## config.mk

```make
export PLATFORM = sky130hd
export DESIGN_NAME = calendar_date_counter_flat
export DESIGN_NICKNAME = d
export VERILOG_FILES = /design/src/rtl/calendar_date_counter_if.sv /design/src/rtl/calendar_date_counter.sv /design/src/flat_wrapper.sv
export SDC_FILE = /design/constraint.sdc
export NUM_CORES = 1
export LEC_CHECK = 0
export ABC_CLOCK_PERIOD_IN_PS = 6400
export CAP_MARGIN = 20
export CELL_PAD_IN_SITES_DETAIL_PLACEMENT = 1
export CELL_PAD_IN_SITES_GLOBAL_PLACEMENT = 1
export CORE_MARGIN = 3
export CORE_UTILIZATION = 38
export DETAILED_ROUTE_END_ITERATION = 10
export PLACE_DENSITY = 0.8
export SLEW_MARGIN = 30
export SYNTH_ARGS = -nofsm -noshare
export SYNTH_HDL_FRONTEND = slang
export SYNTH_SLANG_ARGS = --single-unit
```

## constraint.sdc

```tcl
create_clock -name clk -period 6.4 [get_ports clk]
set_clock_uncertainty 0.1 [all_clocks]
set_input_delay 1.28 -clock clk [delete_from_list [all_inputs] [get_ports clk]]
set_output_delay 1.28 -clock clk [all_outputs]
set_load 0.03 [all_outputs]
```

## src/rtl/calendar_date_counter_if.sv

```systemverilog
// Signal bundle between the calendar counter and its environment: control pulses,
// load fields, the days_in_month_leap query/answer pair and the registered date.
interface calendar_date_counter_if;
    logic        day_tick;
    logic        load;
    logic [4:0]  load_day;
    logic [3:0]  load_month;
    logic [13:0] load_year;
    logic [5:0]  dim;
    logic [3:0]  dim_month;
    logic        dim_leap;
    logic [4:0]  day;
    logic [3:0]  month;
    logic [13:0] year;
    logic        leap;
    logic        busy;
    logic        load_ok;
    logic        load_err;
    logic        year_wrap;

    modport master (
        output day_tick, load, load_day, load_month, load_year, dim,
        input  dim_month, dim_leap, day, month, year, leap, busy,
               load_ok, load_err, year_wrap
    );

    modport slave (
        input  day_tick, load, load_day, load_month, load_year, dim,
        output dim_month, dim_leap, day, month, year, leap, busy,
               load_ok, load_err, year_wrap
    );
endinterface

```

## src/rtl/calendar_date_counter.sv

```systemverilog
// Day/month/year register advancing one day per tick, with a one-cycle CHECK state
// that validates loaded dates against the external days-in-month lookup.
module calendar_date_counter (
    input  logic                   clk,
    input  logic                   rst_n,
    calendar_date_counter_if.slave bus
);
    typedef enum logic {RUN, CHECK} state_e;

    state_e      state_q, state_d;
    logic [4:0]  day_q, day_d, stg_day_q, stg_day_d;
    logic [3:0]  month_q, month_d, stg_month_q, stg_month_d;
    logic [13:0] year_q, year_d, stg_year_q, stg_year_d;
    logic        pending_q, pending_d;
    logic        busy_q, busy_d;
    logic        load_ok_q, load_ok_d;
    logic        load_err_q, load_err_d;
    logic        year_wrap_q, year_wrap_d;
    logic        leap_cur, leap_stg, load_valid;

    function automatic logic is_leap(input logic [13:0] y);
        return (((y % 14'd4) == 14'd0) && ((y % 14'd100) != 14'd0)) ||
               ((y % 14'd400) == 14'd0);
    endfunction

    assign leap_cur = is_leap(year_q);
    assign leap_stg = is_leap(stg_year_q);

    // The lookup answers for the staged date during CHECK, otherwise for the live date.
    assign bus.dim_month = (state_q == CHECK) ? stg_month_q : month_q;
    assign bus.dim_leap  = (state_q == CHECK) ? leap_stg    : leap_cur;

    assign load_valid = (stg_month_q >= 4'd1)  && (stg_month_q <= 4'd12)   &&
                        (stg_year_q  >= 14'd1) && (stg_year_q  <= 14'd9999) &&
                        (stg_day_q   >= 5'd1)  && ({1'b0, stg_day_q} <= bus.dim);

    always_comb begin
        // NOTE: every variable gets a default before any branch so no latch is inferred.
        state_d     = state_q;
        day_d       = day_q;
        month_d     = month_q;
        year_d      = year_q;
        stg_day_d   = stg_day_q;
        stg_month_d = stg_month_q;
        stg_year_d  = stg_year_q;
        pending_d   = pending_q;
        load_ok_d   = 1'b0;
        load_err_d  = 1'b0;
        year_wrap_d = 1'b0;

        case (state_q)
            RUN: begin
                if (bus.load && !busy_q) begin
                    stg_day_d   = bus.load_day;
                    stg_month_d = bus.load_month;
                    stg_year_d  = bus.load_year;
                    state_d     = CHECK;
                    pending_d   = bus.day_tick;
                end else if (bus.day_tick || pending_q) begin
                    pending_d = pending_q && bus.day_tick;
                    // A dim below 28 means a nonsense month; force a rollover.
                    if (({1'b0, day_q} < bus.dim) && (bus.dim >= 6'd28)) begin
                        day_d = day_q + 5'd1;
                    end else begin
                        day_d = 5'd1;
                        if (month_q == 4'd12) begin
                            month_d = 4'd1;
                            if (year_q == 14'd9999) begin
                                year_d      = 14'd1;
                                year_wrap_d = 1'b1;
                            end else begin
                                year_d = year_q + 14'd1;
                            end
                        end else begin
                            month_d = month_q + 4'd1;
                        end
                    end
                end
            end
            CHECK: begin
                state_d = RUN;
                if (bus.day_tick) pending_d = 1'b1;
                if (load_valid) begin
                    day_d     = stg_day_q;
                    month_d   = stg_month_q;
                    year_d    = stg_year_q;
                    load_ok_d = 1'b1;
                end else begin
                    load_err_d = 1'b1;
                end
            end
            default: state_d = RUN;
        endcase

        busy_d = (state_d == CHECK) || pending_d;
    end

    always_ff @(posedge clk) begin
        // NOTE: sequential state uses non-blocking assignments so all registers update together.
        if (!rst_n) begin
            state_q     <= RUN;
            day_q       <= 5'd1;
            month_q     <= 4'd1;
            year_q      <= 14'd2000;
            stg_day_q   <= 5'd0;
            stg_month_q <= 4'd0;
            stg_year_q  <= 14'd0;
            pending_q   <= 1'b0;
            busy_q      <= 1'b0;
            load_ok_q   <= 1'b0;
            load_err_q  <= 1'b0;
            year_wrap_q <= 1'b0;
        end else begin
            state_q     <= state_d;
            day_q       <= day_d;
            month_q     <= month_d;
            year_q      <= year_d;
            stg_day_q   <= stg_day_d;
            stg_month_q <= stg_month_d;
            stg_year_q  <= stg_year_d;
            pending_q   <= pending_d;
            busy_q      <= busy_d;
            load_ok_q   <= load_ok_d;
            load_err_q  <= load_err_d;
            year_wrap_q <= year_wrap_d;
        end
    end

    assign bus.day       = day_q;
    assign bus.month     = month_q;
    assign bus.year      = year_q;
    assign bus.leap      = leap_cur;
    assign bus.busy      = busy_q;
    assign bus.load_ok   = load_ok_q;
    assign bus.load_err  = load_err_q;
    assign bus.year_wrap = year_wrap_q;
endmodule

```

## src/flat_wrapper.sv

```systemverilog
// flat-port wrapper written by rule: the top's interface ports become plain ports
module calendar_date_counter_flat 
  (clk, rst_n, bus_day_tick, bus_load, bus_load_day, bus_load_month, bus_load_year, bus_dim, bus_dim_month, bus_dim_leap, bus_day, bus_month, bus_year, bus_leap, bus_busy, bus_load_ok, bus_load_err, bus_year_wrap);
  calendar_date_counter_if bus_i ();
  input  logic clk;
  input  logic rst_n;
  input wire logic [$bits(bus_i.day_tick)-1:0] bus_day_tick;
  input wire logic [$bits(bus_i.load)-1:0] bus_load;
  input wire logic [$bits(bus_i.load_day)-1:0] bus_load_day;
  input wire logic [$bits(bus_i.load_month)-1:0] bus_load_month;
  input wire logic [$bits(bus_i.load_year)-1:0] bus_load_year;
  input wire logic [$bits(bus_i.dim)-1:0] bus_dim;
  output wire logic [$bits(bus_i.dim_month)-1:0] bus_dim_month;
  output wire logic [$bits(bus_i.dim_leap)-1:0] bus_dim_leap;
  output wire logic [$bits(bus_i.day)-1:0] bus_day;
  output wire logic [$bits(bus_i.month)-1:0] bus_month;
  output wire logic [$bits(bus_i.year)-1:0] bus_year;
  output wire logic [$bits(bus_i.leap)-1:0] bus_leap;
  output wire logic [$bits(bus_i.busy)-1:0] bus_busy;
  output wire logic [$bits(bus_i.load_ok)-1:0] bus_load_ok;
  output wire logic [$bits(bus_i.load_err)-1:0] bus_load_err;
  output wire logic [$bits(bus_i.year_wrap)-1:0] bus_year_wrap;
  assign bus_i.day_tick = bus_day_tick;
  assign bus_i.load = bus_load;
  assign bus_i.load_day = bus_load_day;
  assign bus_i.load_month = bus_load_month;
  assign bus_i.load_year = bus_load_year;
  assign bus_i.dim = bus_dim;
  assign bus_dim_month = bus_i.dim_month;
  assign bus_dim_leap = bus_i.dim_leap;
  assign bus_day = bus_i.day;
  assign bus_month = bus_i.month;
  assign bus_year = bus_i.year;
  assign bus_leap = bus_i.leap;
  assign bus_busy = bus_i.busy;
  assign bus_load_ok = bus_i.load_ok;
  assign bus_load_err = bus_i.load_err;
  assign bus_year_wrap = bus_i.year_wrap;
  calendar_date_counter u_core (.clk(clk), .rst_n(rst_n), .bus(bus_i));
endmodule
```

# After elaboration in Yosys (flattened, before gate mapping)
# Index checks and enable logic that the tools add are counted.
[totals]
regBits = 52
output_inout_bits = 33
in_bits = 33
[op_classes]
bitwise = 4
mux = 29
add_sub_neg = 3
n_eq_ne = 7
order_cmp = 8
reduce_logical = 27
n_div = 4
[ops]
columns = ["operator", "count"]
rows = [
  ["$mux 14", 6],
  ["$logic_not 14->1", 4],
  ["$mod 14x7->14 const B", 2],
  ["$mod 14x9->14 const B", 2],
  ["$pmux 14 s2", 1],
  ["$reduce_bool 14->1", 2],
  ["$mux 4", 6],
  ["$mux 5", 4],
  ["$add 14x1->14 const B", 1],
  ["$eq 14x14->1 const B", 1],
  ["$ge 14x1->1 const B", 1],
  ["$le 14x14->1 const B", 1],
  ["$logic_and 1x1->1", 10],
  ["$pmux 5 s2", 1],
  ["$mux 1", 8],
  ["$pmux 4 s2", 1],
  ["$ge 6x5->1 const B", 1],
  ["$le 5x6->1", 1],
  ["$lt 5x6->1", 1],
  ["$ne 2x2->1 const B", 3],
  ["$reduce_or 6->1", 1],
  ["$add 5x1->5 const B", 1],
  ["$ge 5x1->1 const B", 1],
  ["$reduce_and 5->1", 1],
  ["other kinds (12)", 21],
]

# Longest topological paths before layout
[depth]
word_depth = 8
ltp_mapped = 21
ltp_nobuf = 17

# Worst setup path after synthesis
# Ideal clock, no wire load.
[synth_path]
path_type = "register -> output"
from = "reg u_core.year_q[11] (netlist: u_core.bus.year[11])"
to = "out bus_dim_leap"
t_arrival_ns = 4.900
slack_ns = 0.120
path_stages_with_launch = 20
required_time_ns = 5.020
path_cell_list = "dfxtp_1 -> buf_2 -> a21boi_0 -> o31ai_1 -> a311o_2 -> or3_1 -> mux2i_1 -> a21oi_1 -> buf_6 -> o211a_1 -> nor4b_1 -> o21ai_1 -> a32oi_1 -> nor4_1 -> or3_1 -> and4_1 -> a211oi_1 -> nor4_1 -> o32ai_1 -> o31a_1"
[synth_via]
elab_chain_len = 5
[synth_lines]
columns = ["element", "line", "text"]
rows = [
  ["start: declaration", "calendar_date_counter.sv:13", "logic [13:0] year_q, year_d, stg_year_q, stg_year_d;"],
  ["start signal: assignment", "calendar_date_counter.sv:117", "year_q <= year_d;"],
  ["$mod 14x7->14", "calendar_date_counter.sv:22", "return (((y % 14'd4) == 14'd0) && ((y % 14'd100) != 14'd0)) ||"],
  ["$reduce_bool 14->1", "calendar_date_counter.sv:22", ""],
  ["$logic_and 1x1->1", "calendar_date_counter.sv:22", ""],
  ["$logic_or 1x1->1 *", "calendar_date_counter.sv:22", ""],
  ["$mux 1 *", "calendar_date_counter.sv:31", "assign bus.dim_leap = (state_q == CHECK) ? leap_stg : leap_cur;"],
  ["end: declaration", "flat_wrapper.sv:14", "output wire logic [$bits(bus_i.dim_leap)-1:0] bus_dim_leap;"],
]
# Every way passes the cells marked *; elsewhere a longest branch is shown, timed or not.

# Worst setup path in the final report
[layout_path]
from = "reg u_core.year_q[9] (netlist: u_core.bus.year[9])"
to = "out bus_dim_leap"
# The elaborated chain is that of the path after synthesis.

==> reports/results.tsv <==
metric	value	unit
status	complete, but fails checks	
violations	negative setup slack	
ys_seq_elements	52	
holdPathStages	2	
crit_fanout	8	
synthArstFlopShare	0	%
ff2ff_path_depth	15	
die_area	16700	um2
worstPathArrival	5240	ps
start_kind	flop	
grt.overflow.total	0	
area_delta_synth_final	40.8	%
yosysUniqueCellTypes	88	
core	14700	um2
drv_cap	0	
clk_path_buf_depth	2	
r2r-end	u_core.bus.year[11]$_SDFFE_PN0P_	
cts-hold-fix-buffers	0	
setup.worst_path.end_class	output port	
postRouteAntennaNets	0	
initial_core_util	39.2	%
finalPower	1.48	mW
ys_seq_area_share	18.1	%
synth_edf_count	0	
routedWlPerCell	21.7	um
synth_area_leader_cell	dfxtp_1	
routed_via_density	6.35	
worstMarginPinSlew	967	ps
fin_tns_setup	-345	ps
die_width	129	um
pwr-share-clk	19.1	%
crit_path_top_delay_cell	a311o_2	
synthDominantCellAreaShare	18.1	%
placed_cell_area	6950	um2
gp_congestion	0.889	
synthCells	818	
die_h	129	um
hold_viol_final	0	
layout_setup_ws	-216	ps
rsz0062_at_grt	true	
hold_class	reg -> reg	
syn_nets	865	
final_common_cell	buf_4	
routed_wl	24.5	mm
cp_cell_sequence	or2_4 > a21o_1 > a311o_2 > or3_4 > mux2i_4 > a21oi_2 > buf_6 > buf_4 > o211ai_1 > buf_4 > o2111ai_4 > buf_6 > a21o_4 > a32oi_4 > a211oi_1 > or3_4 > a21o_1 > a211oi_2 > nor4_4 > o32ai_2 > o31a_1 > buf_6	
drt_iter0_drc	517	
synth_warnings	0	
io_pins	66	
combPwrFrac	56.0	%
layout_common_cells	buf_4, nand2_1, clkdlybuf4s50_1	
syn_area_per_cell	7.04	um2
synth_area	5760	um2
grt_max_degree	32	
dp_hpwl	16.3	mm
crit_required	5020	ps
clkLatencyLatePin	310	ps
fin_cells	1127	
n_antenna_cell	0	
p_int	0.859	mW
max-vdd-ir-drop	0.108	mV
grt_pass1_vias	7419	
cts_inserted_buffers	5	
drv_slew	0	
portBuffers	65	
htreeDepth	2	
max_slew_margin	35.3	%
worstSetupPathType	reg -> out	
drcViolationCount	0	
r2r-start	u_core.stg_day_q[1]$_SDFFE_PN0P_	
track_usage	27.6	%
cts.sinks	52	
switchingPower	0.623	mW
crit_top_cell	buf_6	
synthTopCellsByArea	dfxtp_1, nand2_1, a21oi_1, o21ai_0, nor2_1	
finalCriticalPeriod	6620	ps
synth_flop_cell	dfxtp_1	
leakagePower	3.15	nW
utilization	55.2	%
setup_viol	2	
vias	7158	
fin_nets	989	
hold_ws	392	ps
reg2reg_slack	2010	ps
period_share	103	%
seqPwrFrac	25.0	%
hold-path-endpoint	u_core.stg_day_q[0]$_SDFFE_PN0P_	
grt_pass1_wl	38.1	mm
root_buffer	clkbuf_16	
finalInstanceArea	8110	um2
hp-start	u_core.stg_day_q[0]$_SDFFE_PN0P_	
fmax	151	MHz
dp_worst_setup_slack	-200	ps
firstDrtPassIters	5	
drive_above_1_share	27.5	%
slowest_delay	450	ps
rows	44	
clkSlewWorstSetupHoldPaths	80	ps
cts_tree	yes	
power_density	183	nW/um2
antenna_found_initial	0	
dp.cells	1080	
swShare	42.0	%
==> synth_stat cells (6+ instances only) <==
cell	number
or3_1	9
buf_2	14
o31ai_1	7
and2_1	10
or2_2	8
a211oi_1	18
nand2_1	99
o21ai_0	47
a31oi_1	13
mux2i_1	9
a221oi_1	10
inv_1	30
nor2_1	55
o21a_1	7
a21oi_1	51
a21o_1	16
ha_1	14
nor2b_1	15
nor3_1	33
a211o_1	9
dfxtp_1	52
clkbuf_1	43
nor4_1	7
o211ai_1	23
and3_1	19
nand3_1	30
buf_6	6
a311oi_1	6
nand2b_1	7
xnor2_1	16
o22ai_1	9
a21boi_0	12
==> worst max path at each step <==
stage	slack (ps)	from	cells after the start	end
floorplan	120	u_core.bus.year[11]$_SDFFE_PN0P_	19	bus_dim_leap
global placement	-20	u_core.bus.year[13]$_SDFFE_PN0P_	19	bus_dim_leap
detailed placement	-200	u_core.bus.year[9]$_SDFFE_PN1P_	18	bus_dim_leap
CTS	-120	u_core.stg_year_q[13]$_SDFFE_PN0P_	18	bus_dim_leap
global route	-410	u_core.bus.year[13]$_SDFFE_PN0P_	27	bus_dim_leap
finish	-220	u_core.bus.year[9]$_SDFFE_PN1P_	22	bus_dim_leap
==> registers in the layout, indices dropped and copies added (netlist names) <==
register              cells
u_core.bus.year          14
u_core.stg_year_q        14
u_core.bus.day            5
u_core.stg_day_q          5
u_core.bus.month          4
u_core.stg_month_q        4
u_core.bus.busy           1
u_core.bus.load_err       1
u_core.bus.load_ok        1
u_core.bus.year_wrap      1
u_core.pending_q          1
u_core.state_q            1
==> critical path, delay by kind of cell, from the launching register on <==
kind	cells	cell delay, ps
flip-flops	1	380
buffers and inverters	5	770
AND/OR/NAND/NOR	4	1130
AO/OA/AOI/OAI	12	2480
multiplexers	1	180
==> timing repair <==
action,CTS,global route
endpoints found under the setup margin,2,2
gates resized for setup,90,69
buffers inserted,26,14
pin swaps,37,36
hold endpoints to repair,0,0
==> final cells by class <==
class,count,area (um2)
repair buffers,183,1610
clock inverters,3,21.3
multi-input cells,670,4930
clock buffers,5,125
inverters,30,113
well taps,184,230
fillers,1778,6590
flip-flops and latches,52,1080
==> power by group through the flow <==
stage	registers (mW)	logic [mW]	clock network [mW]
2_1_floorplan	0.374	0.451	0
3_3_place_gp	0.376	0.652	0
3_5_place_dp	0.377	0.688	0
4_1_cts	0.369	0.762	0.289
5_1_grt	0.373	0.895	0.299
6_report	0.370	0.829	0.283
==> cells by family after synthesis <==
kind of cell	synth area share (%)
AOI/OAI and AO/OA	38.5
adders and majority gates	3.21
muxes	2.15
buffers and inverters	7.34
xor gates and xnor gates	3.02
and+or+nand+nor	27.8
DFF	18.1
==> layer usage <==
metal,global-route usage [%],vias to the layer above,wire length [um]
met1,33.2,3566,9890
met4,10.7,0,789
met5,0,-,0
met3,2.23,53,1030
met2,50.9,208,12800
li1,-,3331,-
No activity file was read; power rests on OpenSTA's default activity.
==> patch, RTL diff (same flow settings) <==
Reset style: asynchronous (`rst_n`), changed in one clocked block.
--- a/src/rtl/calendar_date_counter.sv
+++ b/src/rtl/calendar_date_counter.sv
@@ -95,7 +95,7 @@
         busy_d = (state_d == CHECK) || pending_d;
     end
 
-    always_ff @(posedge clk) begin
+    always_ff @(posedge clk or negedge rst_n) begin
         // NOTE: sequential state uses non-blocking assignments so all registers update together.
         if (!rst_n) begin
             state_q     <= RUN;
Formal check against the unedited RTL: differs if rst_n is asserted again (counterexample within 4 cycles, from zero or initial values and one cycle with rst_n low); with rst_n held inactive, the same outputs for 4 cycles.
==> patch against the original RTL <==
Utilization decreased by 0.35 points. Die area increased by 1.8%. Count of clock-buffer cells in the layout unchanged. Critical path type unchanged. Non-clock buffer count decreased by 11. The flow still finishes with violations (negative setup slack). Sequential cell count unchanged. Synthesized cell count decreased by 6.5%. Area after synthesis increased by 1.9%. Largest cell class unchanged. Global-route usage decreased by 1.2 points. Wire length about the same. Setup slack got worse by 160 ps. Final area increased by 0.11%.
Power is left out: the tool's default activity adds up to more than one toggle a clock period on the data nets, which glitch-free logic cannot reach.
==> patch: results (changes against the original RTL) <==
* XOR/XNOR Fraction of Synth Area at 1.79% (-1.2 points)
* Via Count at 6,976 (-2.5%)
* Failing checks: negative setup slack
* TritonRoute pass-1 iters at 5 (unchanged)
* Fillers at 1,756 (-1.2%)
* Rel. slew slack at 43.8% (+8.4 points)
* Post-synth ARST share at 100% (+100 points)
* Worst path max stage delay at 470 ps (+20 ps)
* DRT iter0 DRCs at 524 (+1.4%)
* Seq/Total Area, Yosys at 22.3% (+4.3 points)
* Mux cell area share after synthesis at 6.05% (+3.9 points)
* Share of cells above drive strength 1 at 30.1% (+2.7 points)
* Synth Area in Compound Gates at 34.3% (-4.1 points)
* Slowest stage cell, crit path: dfrtp_2
* Synth top area cells: dfrtp_1, o21ai_0, nand2_1
* Reg-to-Reg End: u_core.bus.year[3]
* Ant. Diodes at 0 (unchanged)
* Critical R2R Launch: u_core.stg_day_q[1]
* HPWL after detailed placement at 16,200 µm (-0.30%)
* # placed instances at 1,034 (-4.3%)
* Synth Area in Adders at 3.35% (+0.13 points)
* Reg2Reg Setup Slack at 2640 ps (+630 ps)
* Status: complete, but fails checks
* Worst-path maximum fanout at 11 (+3)
* PnR worst setup slack at -376 ps (-160 ps)
* Placed inst area at 0.00706 mm² (+1.6%)
* Routed length per instance at 22.7 µm (+4.3%)
* Worst EP arrival at 5400 ps (+160 ps)
* Setup violators final at 2 (unchanged)
* Avg Cell Area, Syn at 7.67 µm² (+8.9%)
* Pre-CTS setup slack at -142 ps (+58.3 ps)
* Most frequent cells after synthesis: nand2_1, o21ai_0, nor2_1
* Yosys cell types at 107 (+22%)
* Global-route wire length before repair at 36,700 µm (-3.8%)
* Vias per cell at 6.46 (+1.7%)
* Final Net Count at 942 (-4.8%)
* Syn nets at 812 (-6.1%)
* Routability cong. at 0.902 (+1.5%)
* Setup_tns at -613 ps (-268 ps)
* GRT Total Usage at 26.4% (-1.2 points)
* Reg2reg path depth at 16 (+1)
* Crit path launch: u_core.stg_year_q[8]
* Maximum number of pins on one net before global-route repair at 53 (+66%)
==> patch: cell types whose count changed after synthesis, moves of 10 or more <==
cell	unedited run	this run
a211oi_1	18	8
a21o_1	16	6
clkbuf_1	43	29
dfrtp_1	0	44
dfxtp_1	52	0
mux2_2	3	18
nand2_1	99	68
o211ai_1	23	7
o21ai_0	47	67
==> patch: cell type report <==
cell class	instances	area (µm²)	share of cell area (%)
inverters	36	135	1.66
clock buffers	5	125	1.54
flip-flops and latches	52	1320	16.2
repair buffers	172	1510	18.6
well taps	184	230	2.84
clock inverters	3	26.3	0.324
multi-input cells	628	4770	58.8
==> patch: how the worst min path moves through the flow <==
stage / from / end / slack [ps] / depth (start not counted)
floorplan: u_core.stg_day_q[3] / u_core.bus.day[3] / 410 / 2
global placement: u_core.bus.month[0] / u_core.bus.month[0] / 410 / 2
detailed placement: u_core.bus.month[0] / u_core.bus.month[0] / 430 / 2
CTS: u_core.bus.month[0] / u_core.bus.month[0] / 440 / 2
global route: u_core.bus.month[0] / u_core.bus.month[0] / 470 / 2
finish: u_core.bus.month[0] / u_core.bus.month[0] / 430 / 2
==> patch: timing repair <==
action	in CTS	in global routing
gates resized for setup	56	71
buffers inserted	10	28
cloned	0	0
setup endpoints to repair	2	2
pin swaps	21	34
==> patch: per-layer routing <==
layer | vias to the layer above | share of wire (%) | wire length, µm | GRT usage [%]
met5 | - | 0 | 0 | 0
met3 | 59 | 3.4 | 843 | 3.03
met4 | 0 | 2.7 | 664 | 7.27
li1 | 3154 | - | - | -
met2 | 190 | 51 | 12400 | 46.5
met1 | 3573 | 43 | 10500 | 34.2
